[config.mk]
export PLATFORM = sky130hd
export DESIGN_NAME = rgb_pwm_fader
export DESIGN_NICKNAME = d
export VERILOG_FILES = /design/src/rtl/rgb_pwm_fader.sv
export SDC_FILE = /design/constraint.sdc
export NUM_CORES = 1
export LEC_CHECK = 0
export BUFFER_PORTS_ARGS = -buffer_cell sky130_fd_sc_hd__buf_2
export CAP_MARGIN = 20
export CORE_MARGIN = 1.5
export CORE_UTILIZATION = 45
export CTS_BUF_LIST = sky130_fd_sc_hd__clkbuf_16
export DETAILED_ROUTE_END_ITERATION = 12
export PLACE_DENSITY = 0.68
export SLEW_MARGIN = 20
export SYNTH_ARGS = -nofsm -noshare
export SYNTH_HDL_FRONTEND = slang
export SYNTH_SLANG_ARGS = --single-unit
[constraint.sdc]
create_clock -name clk -period 5.3 [get_ports clk]
set_clock_uncertainty 0.05 [all_clocks]
set_input_delay 1.06 -clock clk [delete_from_list [all_inputs] [get_ports clk]]
set_output_delay 1.06 -clock clk [all_outputs]
set_load 0.01 [all_outputs]
[src/rtl/rgb_pwm_fader.sv]
// rgb_pwm_fader: N-channel PWM LED driver that cross-fades each channel's duty one LSB at a time.
// Optional gamma-corrected compare value when RGB_PWM_FADER_GAMMA_EN is defined (linear otherwise).
module rgb_pwm_fader #(
  parameter int CHANNELS = 3,
  parameter int WIDTH    = 8,
  parameter int PRESCALE = 47,
  parameter int FADE_DIV = 1
) (
  input  logic                      clk,
  input  logic                      rst_n,
  input  logic                      cfg_valid,
  output logic                      cfg_ready,
  input  logic [CHANNELS*WIDTH-1:0] cfg_duty,
  output logic [CHANNELS-1:0]       pwm_out,
  output logic                      busy,
  output logic                      period_start,
  output logic                      dbg_state
);

  // Handshake: a target word transfers on a clk edge where cfg_valid && cfg_ready are both high;
  // cfg_ready is low for the whole fade, and words offered meanwhile wait until it rises again.

  localparam int PRE_W  = (PRESCALE > 0) ? $clog2(PRESCALE + 1) : 1;
  localparam int FADE_W = (FADE_DIV > 0) ? $clog2(FADE_DIV + 1) : 1;
  localparam logic [PRE_W-1:0]  PRE_MAX  = PRE_W'(PRESCALE);
  localparam logic [PRE_W-1:0]  PRE_ONE  = PRE_W'(1);
  localparam logic [FADE_W-1:0] FADE_MAX = FADE_W'(FADE_DIV);
  localparam logic [FADE_W-1:0] FADE_ONE = FADE_W'(1);
  localparam logic [WIDTH-1:0]  DUTY_ONE = WIDTH'(1);
`ifdef RGB_PWM_FADER_GAMMA_EN
  localparam int PROD_W = 2 * WIDTH;
  localparam logic [PROD_W-1:0] PROD_ONE = PROD_W'(1);
`endif

  typedef enum logic {IDLE = 1'b0, FADING = 1'b1} state_t;

  state_t                         state_q;
  logic [PRE_W-1:0]               pre_cnt_q;
  logic [WIDTH-1:0]               pwm_cnt_q;
  logic [FADE_W-1:0]              fade_cnt_q;
  logic [CHANNELS-1:0][WIDTH-1:0] cur_q;
  logic [CHANNELS-1:0][WIDTH-1:0] tgt_q;
  logic [CHANNELS-1:0][WIDTH-1:0] cur_d;
  logic [CHANNELS-1:0][WIDTH-1:0] cmp;
  logic [CHANNELS-1:0]            pwm_q;
  logic                           ready_q;
  logic                           busy_q;
  logic                           ps_q;
  logic                           tick;
  logic                           boundary;
  logic                           fade_step;
  logic                           all_eq;

  assign tick      = (pre_cnt_q == PRE_MAX);
  assign boundary  = tick && (pwm_cnt_q == '1);
  assign fade_step = (fade_cnt_q == FADE_MAX);

  // cur_d is the duty set the next period would use if this cycle is a boundary.
  always_comb begin
    cur_d  = cur_q;
    cmp    = '0;
    all_eq = 1'b1;
    for (int i = 0; i < CHANNELS; i++) begin
      if (fade_step && (cur_q[i] < tgt_q[i])) begin
        cur_d[i] = cur_q[i] + DUTY_ONE;
      end else if (fade_step && (cur_q[i] > tgt_q[i])) begin
        cur_d[i] = cur_q[i] - DUTY_ONE;
      end
      if (cur_d[i] != tgt_q[i]) begin
        all_eq = 1'b0;
      end
`ifdef RGB_PWM_FADER_GAMMA_EN
      cmp[i] = WIDTH'((PROD_W'(cur_q[i]) * (PROD_W'(cur_q[i]) + PROD_ONE)) >> WIDTH);
`else
      cmp[i] = cur_q[i];
`endif
    end
  end

  always_ff @(posedge clk or negedge rst_n) begin
    if (!rst_n) begin
      state_q    <= IDLE;
      pre_cnt_q  <= '0;
      pwm_cnt_q  <= '0;
      fade_cnt_q <= '0;
      cur_q      <= '0;
      tgt_q      <= '0;
      pwm_q      <= '0;
      ready_q    <= 1'b1;
      busy_q     <= 1'b0;
      ps_q       <= 1'b0;
    end else begin
      pre_cnt_q <= tick ? '0 : pre_cnt_q + PRE_ONE;
      if (tick) begin
        pwm_cnt_q <= pwm_cnt_q + DUTY_ONE;
      end
      ps_q <= boundary;
      for (int i = 0; i < CHANNELS; i++) begin
        pwm_q[i] <= (pwm_cnt_q < cmp[i]);
      end
      case (state_q)
        IDLE: begin
          // An accept coinciding with a boundary takes no step; the fade begins at the next one.
          if (cfg_valid && ready_q) begin
            tgt_q      <= cfg_duty;
            fade_cnt_q <= '0;
            state_q    <= FADING;
            ready_q    <= 1'b0;
            busy_q     <= 1'b1;
          end
        end
        FADING: begin
          if (boundary) begin
            cur_q      <= cur_d;
            fade_cnt_q <= fade_step ? '0 : fade_cnt_q + FADE_ONE;
            if (all_eq) begin
              state_q <= IDLE;
              ready_q <= 1'b1;
              busy_q  <= 1'b0;
            end
          end
        end
        default: begin
          state_q <= IDLE;
          ready_q <= 1'b1;
          busy_q  <= 1'b0;
        end
      endcase
    end
  end

  assign cfg_ready    = ready_q;
  assign busy         = busy_q;
  assign period_start = ps_q;
  assign pwm_out      = pwm_q;
  assign dbg_state    = state_q;

endmodule

* After elaboration in Yosys (flattened, before gate mapping)
Cells that the tools add are included.
** Cells by class
- $add $sub $neg :: 9
- $lt $le $gt $ge :: 9
- Equality and inequality tests :: 8
- Mux-type cells :: 25
- Bitwise logic cells :: 1
- Reduce and logical (&&, ||, !) cells :: 12
** Operators by type and width (count)
- 8-bit less-than comparator :: 6
- 8-bit two-way mux :: 6
- 8-bit by 1-bit adder with 8-bit output, second input constant :: 4
- 8-bit greater-than comparator :: 3
- 8-bit != test :: 3
- 8-bit by 1-bit subtractor with 8-bit output, second input constant :: 3
- 1-bit two-way mux :: 14
- 8-bit == test, second input constant :: 1
- 1-bit logical AND :: 8
- 1-bit one-hot mux with 2 select lines :: 4
- 6-bit by 1-bit adder with 6-bit output, second input constant :: 1
- 6-bit == test, second input constant :: 1
- 6-bit two-way mux :: 1
- 2-bit AND reduction :: 3
- 2-bit by 1-bit != test with 1-bit output, second input constant :: 2
- 3-bit AND reduction :: 1
- 2-bit != test, second input constant :: 1
- 1-bit adder, second input constant :: 1
- 1-bit NOT :: 1
** Storage, ports and cells
- Bits in registers :: 70
- Input bits :: 27
- Output and inout port bits :: 7
- Logic and storage cells :: 78

* Longest topological paths before layout
Gate-level depths: netlist (run 1).
- Depth after elaboration :: 11
- Gate-level depth with buffers :: 11
- Depth with buffers taken out :: 11

* Worst setup path after synthesis (run 1)
No wires, ideal clock.
- Path type :: register to register
- Start :: register cur_q (netlist bit cmp[6])
- End :: register busy_q (netlist: busy)
- Setup time :: 0.147 ns
- Arrival time :: 2.545 ns
- Required time :: 5.103 ns
- Path slack :: 2.559 ns
- Cell stages (with the launch flop) :: 10
- Path buffers :: 0
- Clock period less this slack :: 2.741 ns
- Path through :: dfrtp_1 -> ha_1 -> nand4_2 -> o21ai_1 -> mux2_2 -> a22oi_1 -> nand4_1 -> a2111o_1 -> nor4_4 -> a32oi_1
** Between the ends
- Cells in the longest elaborated chain, start to end :: 10
- Elaborated cells on any way between the ends :: 14
- Those cells by class :: 2 x add/sub; 2 x order compare; 2 x eq/ne; 5 x mux; 3 x reduce/logical
** RTL lines
- start, declared :: line 41 : logic [CHANNELS-1:0][WIDTH-1:0] cur_q;
- start signal, assigned :: line 114 : cur_q <= cur_d;
- 8-bit greater-than comparator :: line 66 : end else if (fade_step && (cur_q[i] > tgt_q[i])) begin
- 1-bit logical AND :: line 66
- 8-bit two-way mux :: line 66
- 8-bit two-way mux * :: line 64 : if (fade_step && (cur_q[i] < tgt_q[i])) begin
- 8-bit != test * :: line 69 : if (cur_d[i] != tgt_q[i]) begin
- 1-bit two-way mux * (3 in series) :: line 69
- 2-bit by 1-bit != test with 1-bit output (no line) *
- 3-bit AND reduction (no line) *
- end signal, assigned :: line 90 : busy_q <= 1'b0;
- end signal, assigned :: line 109 : busy_q <= 1'b1;
- end signal, assigned :: line 119 : busy_q <= 1'b0;
- end, declared :: line 47 : logic busy_q;
Mark *: on every way between the ends. The rest lies on a longest branch, timed or not.
A chain may end at the register's enable or synchronous reset.

* Worst setup path after layout (run 1)
- Start :: register pre_cnt_q[0]
- End :: register cur_q (netlist bit cmp[1])
** Between the ends
- Cells in the longest elaborated chain, start to end :: 3
** RTL lines
- start, declared :: line 38 : logic [PRE_W-1:0] pre_cnt_q;
- start signal, assigned :: line 93 : pre_cnt_q <= tick ? '0 : pre_cnt_q + PRE_ONE;
- 6-bit == test :: line 54 : assign tick = (pre_cnt_q == PRE_MAX);
- 1-bit logical AND :: line 55 : assign boundary = tick && (pwm_cnt_q == '1);
- via boundary :: line 50 : logic boundary;
- 2-bit AND reduction (no line)
The timed path passes the listed nets, and every way through them passes these cells.

==> results of run 1 <==
## synthesized netlist by cell type, types with 2 or more instances
library cell / n / area, um2
and2_1: 4 / 25.02
a21oi_2: 2 / 17.52
o211ai_2: 2 / 25.02
o21ai_0: 17 / 85.08
mux2i_1: 3 / 30.03
a211o_1: 3 / 26.28
a21o_1: 15 / 112.6
ha_1: 53 / 663.1
nor2b_1: 5 / 31.28
o21a_1: 3 / 22.52
nand4_1: 18 / 112.6
a211oi_1: 3 / 22.52
clkbuf_1: 8 / 30.03
nand2_1: 35 / 131.4
dfrtp_1: 69 / 1727
o211ai_1: 6 / 45.04
o32ai_1: 2 / 17.52
nand2b_1: 8 / 50.05
nor2_1: 34 / 127.6
and3_1: 6 / 37.54
or4_1: 3 / 22.52
o21ai_1: 4 / 20.02
mux2_2: 28 / 315.3
inv_1: 48 / 180.2
nand4_2: 2 / 25.02
xnor2_1: 42 / 367.9
a31oi_1: 5 / 31.28
a2111oi_0: 3 / 26.28
nor4_1: 6 / 37.54
xor2_1: 18 / 157.7
a21oi_1: 29 / 145.1
o22ai_1: 6 / 37.54
buf_2: 4 / 20.02
or3_1: 3 / 18.77
o31ai_1: 3 / 22.52
nor3_1: 11 / 55.05
o221ai_1: 2 / 17.52
a22o_1: 3 / 26.28
nand3_1: 23 / 115.1
## final timing paths
kind	startpoint	end	slack [ns]	depth (start not counted)
worst min-delay path	pre_cnt_q[0]	pre_cnt_q[0]	0.46	1
worst max-delay path	pre_cnt_q[0]	cmp[1]	1.84	9
max in group asynchronous	rst_n	cmp[23]	3.78	1
worst min register to register	pre_cnt_q[0]	pre_cnt_q[0]	0.46	1
min in group asynchronous	rst_n	cmp[20]	0.77	1
worst max register to register	pre_cnt_q[0]	cmp[1]	1.84	9
## per-stage QoR
| stage | setup slack (ns) | instances |
|---|---|---|
| after detailed placement | 1.918 | 733 |
| final | 1.843 | 748 |
| after CTS | 1.919 | 748 |
| after global placement | 2.091 | 733 |
| after floorplan | 2.559 | 569 |
| after global routing | 1.620 | 748 |
## state kept, by name, summed over array words and instances (netlist names), 3 cells and up
name,count
pre_cnt_q,6
pwm_out,3
pwm_cnt_q,8
tgt_q,24
cmp,24
## cells by family after synthesis
| family | after synthesis |
|---|---|
| multiplexers | 31 |
| flip-flops | 70 |
| AO/OA/AOI/OAI | 124 |
| XOR/XNOR | 60 |
| AND/OR/NAND/NOR | 169 |
| buffers and inverters | 62 |
| adder cells (fa/ha/maj) | 53 |
## placed cells by master (no fill, tap or decap), types with 3 or more instances in the layout
cell,Yosys,layout
a2111oi_0,3,3
a211o_1,3,3
a211oi_1,3,3
a21o_1,15,15
a21oi_1,29,29
a22o_1,3,3
a31oi_1,5,5
and2_1,4,4
and3_1,6,6
buf_2,4,32
clkbuf_16,0,9
clkinv_2,0,3
dfrtp_1,69,69
ha_1,53,53
inv_1,48,49
mux2_2,28,28
mux2i_1,3,3
nand2_1,35,35
nand2b_1,8,8
nand3_1,23,23
nand4_1,18,18
nor2_1,34,34
nor2b_1,5,5
nor3_1,11,11
nor4_1,6,6
o211ai_1,6,6
o21a_1,3,3
o21ai_0,17,17
o21ai_1,4,4
o22ai_1,6,6
o31ai_1,3,3
or3_1,3,3
or4_1,3,3
xnor2_1,42,42
xor2_1,18,18
## power groups by stage
stage / sequential, W / clock, W / combinational [W]
2_1_floorplan: 0.000544 / 0 / 0.000000201
3_3_place_gp: 0.000544 / 0 / 0.0000199
3_5_place_dp: 0.000544 / 0 / 0.0000208
4_1_cts: 0.000535 / 0.000653 / 0.0000209
5_1_grt: 0.000534 / 0.000670 / 0.0000235
6_report: 0.000535 / 0.000631 / 0.0000196
## area by class of cell
cell class | instances | share of cell area
clock buffer | 9 | 0.03819
inverter | 49 | 0.03119
sequential | 70 | 0.2973
clock inverter | 6 | 0.01337
multi-input combinational | 437 | 0.5599
timing repair buffer | 34 | 0.02971
tap | 143 | 0.03034
## worst register-to-register path, stage by stage, from the launching register on
cell and delay (ns):
dfrtp_1 0.40, ha_1 0.24, nand3_1 0.18, nor3b_4 0.42, nand3_1 0.13, nor2_1 0.36
and2_1 0.66, nand2_1 0.33, or4_1 0.48, o311ai_0 0.10
## routing by layer
layer  up-vias  wire length, um
met5         -                0
met4         0              318
met3        26              776
met2       155             6324
met1      2116             6058
li1       2121                -
==> impl_metrics.csv, run 1 <==
group,metric,value,unit
routing,num_vias,4418,
grt,grt_start_max_net_pins,71,
floorplan,rows,39,
setup_path,crit_required,5.48,ns
cells_and_area,final_nets,681,
timing,max_freq,0.2893,GHz
routing,drc_errors,0,
job,cap_violations,0,
setup_path,crit_path_cell_trace,"ha_1 > nand3_1 > nor3b_4 > nand3_1 > nor2_1 > and2_1 > nand2_1 > or4_1 > o311ai_0",
clock_tree,cts.sinks,70,
timing,slew_violations,0,
logic_synthesis,yosysSeqAreaShare,0.3312,
clock_tree,hold_buffers,0,
cells_and_area,final_core_util,0.5142,
grt,overflow,0,
run_status,outcome,"completed",
placement,hpwl,10.04,mm
setup_path,cp.arrival,3.63,ns
clock_tree,htree_num_levels,3,
timing,final_hold_viol_count,0,
cells_and_area,areaGrowthSynthToFinish,11.42,%
routing,drt_wl_total,13.48,mm
power,switching_share,0.2018,
power,seqPwrFrac,0.451,
timing,slew_headroom,0.3800,
grt,grt_first_pass_wirelength,22.28,mm
logic_synthesis,synth_cell_types,69,
power,p_comb_frac,0.017,
timing,setup_violations,0,
routing,wl_per_cell,18.02,um
logic_synthesis,ys_ff_latch,70,
floorplan,start_util,0.4615,
setup_path,path_class,"flop to flop",
timing,hold_slack,0.4580,ns
logic_synthesis,syn-cell-area,0.005293,mm2
clock_tree,cts.repair.resized,0,
clock_tree,ctsLongestPathBuffers,2,
logic_synthesis,syn_inst,569,
timing,timing_worst_slew_pin_value,0.9301,ns
power,ir_drop,0.0001576,V
logic_synthesis,synth_fa_ha_area_frac,0.1253,
logic_synthesis,synth_top_family_by_area,"simple AND/OR/NAND/NOR gates",
logic_synthesis,synthArstFlopShare,1.000,
setup_path,max_stage_delay,0.66,ns
grt,grt_busiest_layer,"met2",
power,internal_power,0.0009463,W
cells_and_area,antenna_cells,0,
grt,use_met2,0.3689,
logic_synthesis,synth_xor_area_frac,0.09929,
floorplan,num_io_pins,34,
placement,finalWeightedCongestion,0.9234,
power,p_sw,0.0002392,W
hold_path,hp-class,"flop to flop",
grt,met3_usage,0.05444,
logic_synthesis,synth_ff_type,"dfrtp_1",
floorplan,core_area,0.01147,mm2
setup_path,cp_top_family,"simple AND/OR/NAND/NOR gates",
clock_tree,clkTransAtPathRegs,0.06,ns
clock_tree,cts_setup_buffers,0,
floorplan,die_x,111.5,um
grt,antenna_found_initial,0,
logic_synthesis,avgSynthCellArea,9.302,um2
grt,first_global_vias,4321,
floorplan,fp.dieH,111.5,um
cells_and_area,multiInputGateArea,0.003302,mm2
logic_synthesis,synthSimpleGateAreaFrac,0.1709,
power,total_power,0.001186,W
routing,via_per_inst,5.906,
setup_path,cp_common_cell,"nand3_1",
grt,grt_use_met1,0.2943,
cells_and_area,drive_gt1_frac,0.1537,
placement,port_buffers,33,
floorplan,fp.dieArea,0.01242,mm2
logic_synthesis,ys_warn_count,0,
setup_path,cp-start-kind,"flop",
cells_and_area,seq_area,0.001753,mm2
setup_path,crit_path_end_kind,"flop",
power,p_clk_frac,0.532,
clock_tree,root_buffer,"clkbuf_16",
clock_tree,cts_tree,"done",
setup_path,cpMaxStageDelayCell,"and2_1",
timing,finalSetupTns,0,ns
timing,grt_setup_unrepaired,"false",
power,pwr_density_cell,201.0,mW/mm2
routing,dr.pass1.iters,5,
grt,grt_usage,0.2262,
setup_path,critPathBufInv,0,
timing,fin_crit_sh,0.6522,
cells_and_area,fillers,1046,
cells_and_area,design_area,0.005897,mm2
power,p_leak,2.776,nW
timing,post-route-min-period,3.457,ns
clock_tree,clk_latency,0.34,ns
clock_tree,cts_buffers,9,
routing,final_antenna_net_count,0,
logic_synthesis,synth_fp_nets,649,
setup_path,cp_max_fo,18,
logic_synthesis,synth_edf_count,0,
routing,drtIter0Drc,244,
logic_synthesis,synth_compound_area_frac,0.1631,
logic_synthesis,muxShareOfSynthArea,0.06525,
placement,placed_area,0.005593,mm2
Note: power is estimated with default switching activity, not from simulation.
==> run 2: changes to the inputs <==
Settings changed: ABC_AREA from default to 1.
Clock period 5.3 ns to 3.38 ns, I/O delays scaled along.
==> run 2 against run 1 <==
Final area up 0.91%. First-iteration DRC count rose by 7.4%. Die area grew 0.74%. Wire length fell by 2.6%. Synthesized cell count grew 33%. Combinational power grew 60%. Global-route usage is 0.099 points higher. Setup slack got worse by 1.5 ns. Non-clock buffer count grew 3. Critical path type unchanged. Total power up 60%. Largest power group unchanged.
==> impl_metrics.csv, run 2 <==
group,metric,value,unit
cells_and_area,final_common_cell,"nand2_1",
setup_path,crit_path_cell_trace,"clkinv_1 > ha_1 > inv_1 > nand2_1 > nand2_1 > nand2_1 > nand2_1 > nand2_1 > nand2_2 > nand3_2 > nand2_1 > nand2_1 > nand3_1 > nand2_1 > nor2_1 > nand3_1 > nor2_1 > nand3_2 > nand2_2 > nand2_2 > nand2_1 > nand2_1",
timing,slew_headroom,0.3847,
clock_tree,root_buffer,"clkbuf_16",
logic_synthesis,synth_fp_nets,837,
timing,fin_crit_sh,0.8854,
power,internal_power,0.001490,W
power,ir_drop,0.0002234,V
grt,antenna_found_initial,0,
logic_synthesis,synth_top_area_cell,"dfrtp_1",
routing,drc_errors,0,
floorplan,core_area,0.01147,mm2
clock_tree,cts.sinks,70,
grt,grt_use_met1,0.3161,
power,seqPwrFrac,0.441,
power,pwr_density_cell,319.4,mW/mm2
timing,max_freq,0.3341,GHz
power,p_clk_frac,0.542,
clock_tree,cts_buffers,9,
run_status,outcome,"completed",
cells_and_area,antenna_cells,0,
floorplan,die_x,111.9,um
routing,num_vias,5065,
routing,final_antenna_net_count,0,
routing,drt_wl_total,13.13,mm
grt,use_met2,0.3528,
logic_synthesis,syn-cell-area,0.005333,mm2
clock_tree,cts_setup_buffers,0,
setup_path,crit_path_end_kind,"flop",
clock_tree,htree_num_levels,3,
power,switching_share,0.2160,
logic_synthesis,synth_top_area_share,0.3238,
grt,grt_start_max_net_pins,71,
hold_path,hp-class,"flop to flop",
power,p_leak,3.199,nW
grt,grt_usage,0.2272,
timing,grt_setup_unrepaired,"false",
clock_tree,cts.repair.resized,0,
floorplan,fp.dieArea,0.01251,mm2
power,p_comb_frac,0.017,
logic_synthesis,synth_ff_type,"dfrtp_1",
timing,final_hold_viol_count,0,
floorplan,num_io_pins,34,
clock_tree,cts_tree,"done",
grt,first_global_vias,4866,
cells_and_area,final_nets,872,
floorplan,fp.dieH,111.9,um
setup_path,cp.arrival,3.17,ns
timing,setup_violations,0,
clock_tree,ctsLongestPathBuffers,2,
grt,met3_usage,0.02994,
cells_and_area,areaGrowthSynthToFinish,11.59,%
placement,finalWeightedCongestion,0.9926,
timing,slew_violations,0,
grt,grt_first_pass_wirelength,23.09,mm
clock_tree,hold_buffers,0,
grt,grt_busiest_layer,"met2",
job,cap_violations,0,
logic_synthesis,post-synth-top-count-cell,"nand2_1",
logic_synthesis,synth_cell_types,35,
logic_synthesis,syn_inst,757,
setup_path,cp_max_fo,9,
setup_path,cp_top_family,"simple AND/OR/NAND/NOR gates",
setup_path,path_class,"flop to flop",
logic_synthesis,synth_edf_count,0,
setup_path,cp_common_cell,"nand2_1",
timing,finalSetupTns,0,ns
cells_and_area,layout_common_cells,"nand2_1 (226), nand3_1 (87), inv_1 (85)",
setup_path,cp-start-kind,"flop",
timing,post-route-min-period,2.993,ns
setup_path,crit_required,3.56,ns
logic_synthesis,ys_warn_count,0,
placement,port_buffers,33,
logic_synthesis,synthArstFlopShare,1.000,
clock_tree,clkTransAtPathRegs,0.06,ns
logic_synthesis,netlist_top_cells_count,"nand2_1 (226), nand3_1 (88), inv_1 (84)",
routing,dr.pass1.iters,5,
cells_and_area,drive_gt1_frac,0.09912,
grt,overflow,0,
floorplan,rows,39,
cells_and_area,final_core_util,0.5189,
setup_path,critPathBufInv,2,
logic_synthesis,synth.area.top_cells,"dfrtp_1 (32%), nand2_1 (16%), ha_1 (12%)",
logic_synthesis,ys_ff_latch,70,
clock_tree,clk_latency,0.35,ns
floorplan,start_util,0.4650,
placement,hpwl,9.756,mm
routing,drtIter0Drc,262,
logic_synthesis,yosysSeqAreaShare,0.3287,
logic_synthesis,avgSynthCellArea,7.044,um2
routing,via_per_inst,5.388,
power,p_sw,0.0004105,W
setup_path,cpMaxStageDelayCell,"dfrtp_1",
routing,wl_per_cell,13.96,um
setup_path,max_stage_delay,0.45,ns
timing,timing_worst_slew_pin_value,0.9229,ns
==> run 2: path summary, 6_finish.rpt <==
check	end	cells after the start	slack, ns	startpoint
worst max-delay path	busy	22	0.39	cmp[0]
worst min register to register	pre_cnt_q[0]	1	0.41	pre_cnt_q[0]
worst min-delay path	pre_cnt_q[0]	1	0.41	pre_cnt_q[0]
min in group asynchronous	pre_cnt_q[2]	2	0.50	rst_n
max in group asynchronous	cmp[15]	2	2.18	rst_n
worst max register to register	busy	22	0.39	cmp[0]
==> run 2: per-layer routing <==
metal	routed length [um]	vias up	part of all wire
met5	0	-	0
li1	-	2554	-
met4	340	0	0.026
met3	557	32	0.042
met2	5957	140	0.45
met1	6273	2339	0.48
==> run 2: final cells by class <==
class                           instances  area [um2]
Fill cell                            1108        5517
Multi-Input combinational cell        585        3174
Sequential cell                        70        1753
Inverter                               89       334.1
Clock buffer                            9       225.2
Timing Repair Buffer                   37       195.2
Tap cell                              143       178.9
Clock inverter                          7       90.09
==> run 2: per-stage QoR <==
step | worst slack (ns) | area, um2 | hold WS [ns] | instances | power, W
after floorplan | 1.027 | 5333 | 0.3304 | 757 | 0.0008537
after global placement | 0.4423 | 5635 | 0.4001 | 924 | 0.0008862
after detailed placement | 0.4550 | 5635 | 0.4006 | 924 | 0.0008865
after CTS | 0.4168 | 5951 | 0.4173 | 940 | 0.001920
after global routing | 0.08445 | 5951 | 0.4386 | 940 | 0.001959
final | 0.3872 | 5951 | 0.4150 | 940 | 0.001900
==> run 2: cell families after synthesis <==
kind of cell / count (synthesis) / share of synthesized area
AO/OA/AOI/OAI: 86 / 0.08775
buffers and inverters: 102 / 0.07695
flip-flops: 70 / 0.3287
XOR/XNOR: 15 / 0.02464
adder cells (fa/ha/maj): 53 / 0.1244
AND/OR/NAND/NOR: 431 / 0.3576
==> run 2: power by group through the flow <==
stage | clock [W] | sequential [W] | combinational (W)
6_report | 0.00103 | 0.000838 | 0.0000314
5_1_grt | 0.00108 | 0.000837 | 0.0000369
4_1_cts | 0.00105 | 0.000838 | 0.0000332
3_5_place_dp | 0 | 0.000853 | 0.0000332
3_3_place_gp | 0 | 0.000853 | 0.0000329
2_1_floorplan | 0 | 0.000854 | 0.000000153
==> run 2: worst reg2reg max path: stages (launching register included) <==
cell and delay, ns:
dfrtp_1 0.45, clkinv_1 0.28, ha_1 0.27, inv_1 0.05, nand2_1 0.04, nand2_1 0.05
nand2_1 0.04, nand2_1 0.05, nand2_1 0.08, nand2_2 0.17, nand3_2 0.18, nand2_1 0.15
nand2_1 0.08, nand3_1 0.08, nand2_1 0.11, nor2_1 0.10, nand3_1 0.13, nor2_1 0.17
nand3_2 0.11, nand2_2 0.08, nand2_2 0.05, nand2_1 0.06, nand2_1 0.04
==> run 3: changes to the inputs <==
Clock period 3.38 ns to 3 ns, I/O delays scaled along.
==> run 3 against run 2 <==
First-iteration DRC count rose by 15%. Worst hold slack got worse by 0.18 ns. Combinational power rose by 21%. Sequential power rose by 13%. Maximum frequency rose by 9.6%.
==> impl_metrics.csv, run 3 (synthesized netlist as in run 2, its figures left out) <==
group,metric,value,unit
timing,timing_worst_slew_pin_value,0.6577,ns
floorplan,core_area,0.01147,mm2
floorplan,num_io_pins,34,
placement,port_buffers,33,
timing,finalSetupTns,0,ns
timing,max_freq,0.3663,GHz
clock_tree,cts_buffers,9,
setup_path,crit_path_cell_trace,"inv_1 > ha_1 > nand2_1 > nor2_1 > nand2_1 > nand2_2 > nand3_2 > nand2_1 > nand3_1 > nand2_1 > nand2_1 > nand2_1 > nand3_1 > nor2_2 > nand3_2 > nand2_2 > nand2_2 > nand2_1 > nand2_1",
floorplan,fp.dieArea,0.01251,mm2
grt,grt_usage,0.2298,
clock_tree,ctsLongestPathBuffers,2,
floorplan,die_x,111.9,um
clock_tree,root_buffer,"clkbuf_16",
clock_tree,hold_buffers,0,
cells_and_area,final_common_cell,"nand2_1",
grt,first_global_vias,4828,
cells_and_area,antenna_cells,0,
routing,drc_errors,0,
grt,grt_first_pass_wirelength,23.00,mm
timing,grt_setup_unrepaired,"false",
timing,slew_headroom,0.5615,
routing,dr.pass1.iters,6,
grt,overflow,0,
setup_path,cp-start-kind,"flop",
floorplan,start_util,0.4650,
power,p_sw,0.0004641,W
job,cap_violations,0,
routing,drtIter0Drc,302,
floorplan,fp.dieH,111.9,um
power,ir_drop,0.0002938,V
timing,final_hold_viol_count,0,
cells_and_area,final_nets,881,
setup_path,path_class,"flop to flop",
clock_tree,htree_num_levels,3,
power,seqPwrFrac,0.478,
grt,grt_start_max_net_pins,45,
power,switching_share,0.2350,
routing,via_per_inst,5.317,
floorplan,rows,39,
run_status,outcome,"completed",
placement,pre_cts_slack,0.1188,ns
timing,fin_crit_sh,0.9101,
setup_path,crit_path_end_kind,"flop",
clock_tree,clkTransAtPathRegs,0.06,ns
cells_and_area,drive_gt1_frac,0.1154,
cells_and_area,layout_common_cells,"nand2_1 (226), nand3_1 (87), inv_1 (83)",
power,total_power,0.001975,W
setup_path,cp_max_fo,8,
routing,final_antenna_net_count,0,
routing,num_vias,5046,
clock_tree,cts.sinks,70,
timing,setup_violations,0,
placement,hpwl,10.17,mm
clock_tree,clk_latency,0.35,ns
setup_path,cp.arrival,2.89,ns
routing,wl_per_cell,14.07,um
setup_path,r2r_cells,19,
clock_tree,cts_tree,"done",
setup_path,cpMaxStageDelayCell,"dfrtp_1",
setup_path,cp_common_cell,"nand2_1",
power,pwr_density_cell,329.2,mW/mm2
setup_path,crit_required,3.16,ns
setup_path,worstReg2RegStart,"tgt_q[7]",
timing,worst_slack,0.2697,ns
placement,finalWeightedCongestion,0.9055,
cells_and_area,areaGrowthSynthToFinish,12.48,%
timing,post-route-min-period,2.730,ns
power,p_leak,3.222,nW
grt,antenna_found_initial,0,
setup_path,rr_endpoint,"busy",
hold_path,hp-class,"primary input to asynchronous set/reset pin",
routing,drt_wl_total,13.35,mm
power,internal_power,0.001510,W
setup_path,max_stage_delay,0.35,ns
setup_path,r2r_slack,0.27,ns
power,p_clk_frac,0.503,
timing,slew_violations,0,
power,p_comb_frac,0.019,
## run 3: final cells by class
class                           count  area, um2
Clock inverter                      7      42.54
Multi-Input combinational cell    585       3184
Timing Repair Buffer               46      275.3
Sequential cell                    70       1754
Clock buffer                        9      225.2
Fill cell                        1127       5469
Tap cell                          143      178.9
Inverter                           89      337.8
## run 3: how the worst max path moves through the flow
| stage | start | end | slack, ns | cells after the start |
|---|---|---|---|---|
| 6_report | tgt_q[7] | busy | 0.27 | 19 |
| 3_3_place_gp | cmp[0] | busy | 0.17 | 22 |
| 5_1_grt | cmp[8] | busy | 0.004 | 23 |
| 2_1_floorplan | cmp[0] | busy | 0.65 | 22 |
| 3_5_place_dp | cmp[0] | busy | 0.12 | 22 |
| 4_1_cts | cmp[0] | busy | 0.11 | 22 |
## run 3: routing by layer
layer	share of wire	vias to the layer above	GRT usage
li1	-	2574	-
met1	0.47	2320	0.3034
met2	0.46	125	0.3789
met3	0.044	27	0.03919
met4	0.024	0	0.08523
met5	0	-	0
## run 3: stage by stage
step / hold WS (ns) / cell area [um2] / util / std cells
after floorplan: 0.2544 / 5333 / - / 757
after CTS: 0.2612 / 5968 / 0.5205 / 947
final: 0.2360 / 5998 / 0.5231 / 949
after detailed placement: 0.4303 / 5700 / 0.4971 / 931
after global routing: 0.2903 / 5998 / 0.5231 / 949
after global placement: 0.4149 / 5700 / 0.4971 / 931
## run 3: timing repair
action                     in CTS  in global routing
gates resized for setup         0                  6
setup buffers                   0                  2
setup endpoints to repair       0                  3
## run 3: power by group through the flow
stage	combinational, W	clock [W]	sequential (W)
after floorplan	0.000000172	0	0.000962
after global placement	0.0000395	0	0.000961
after detailed placement	0.0000401	0	0.000961
after CTS	0.0000403	0.00102	0.000944
after global routing	0.0000443	0.00105	0.000944
final	0.0000380	0.000992	0.000944
## run 3: critical path: cells and delay by family, from the launching register on
kind	cells	cell delay, ns
flip-flops	1	0.35
adder cells (fa/ha/maj)	1	0.31
AND/OR/NAND/NOR	17	1.82
buffers and inverters	1	0.08
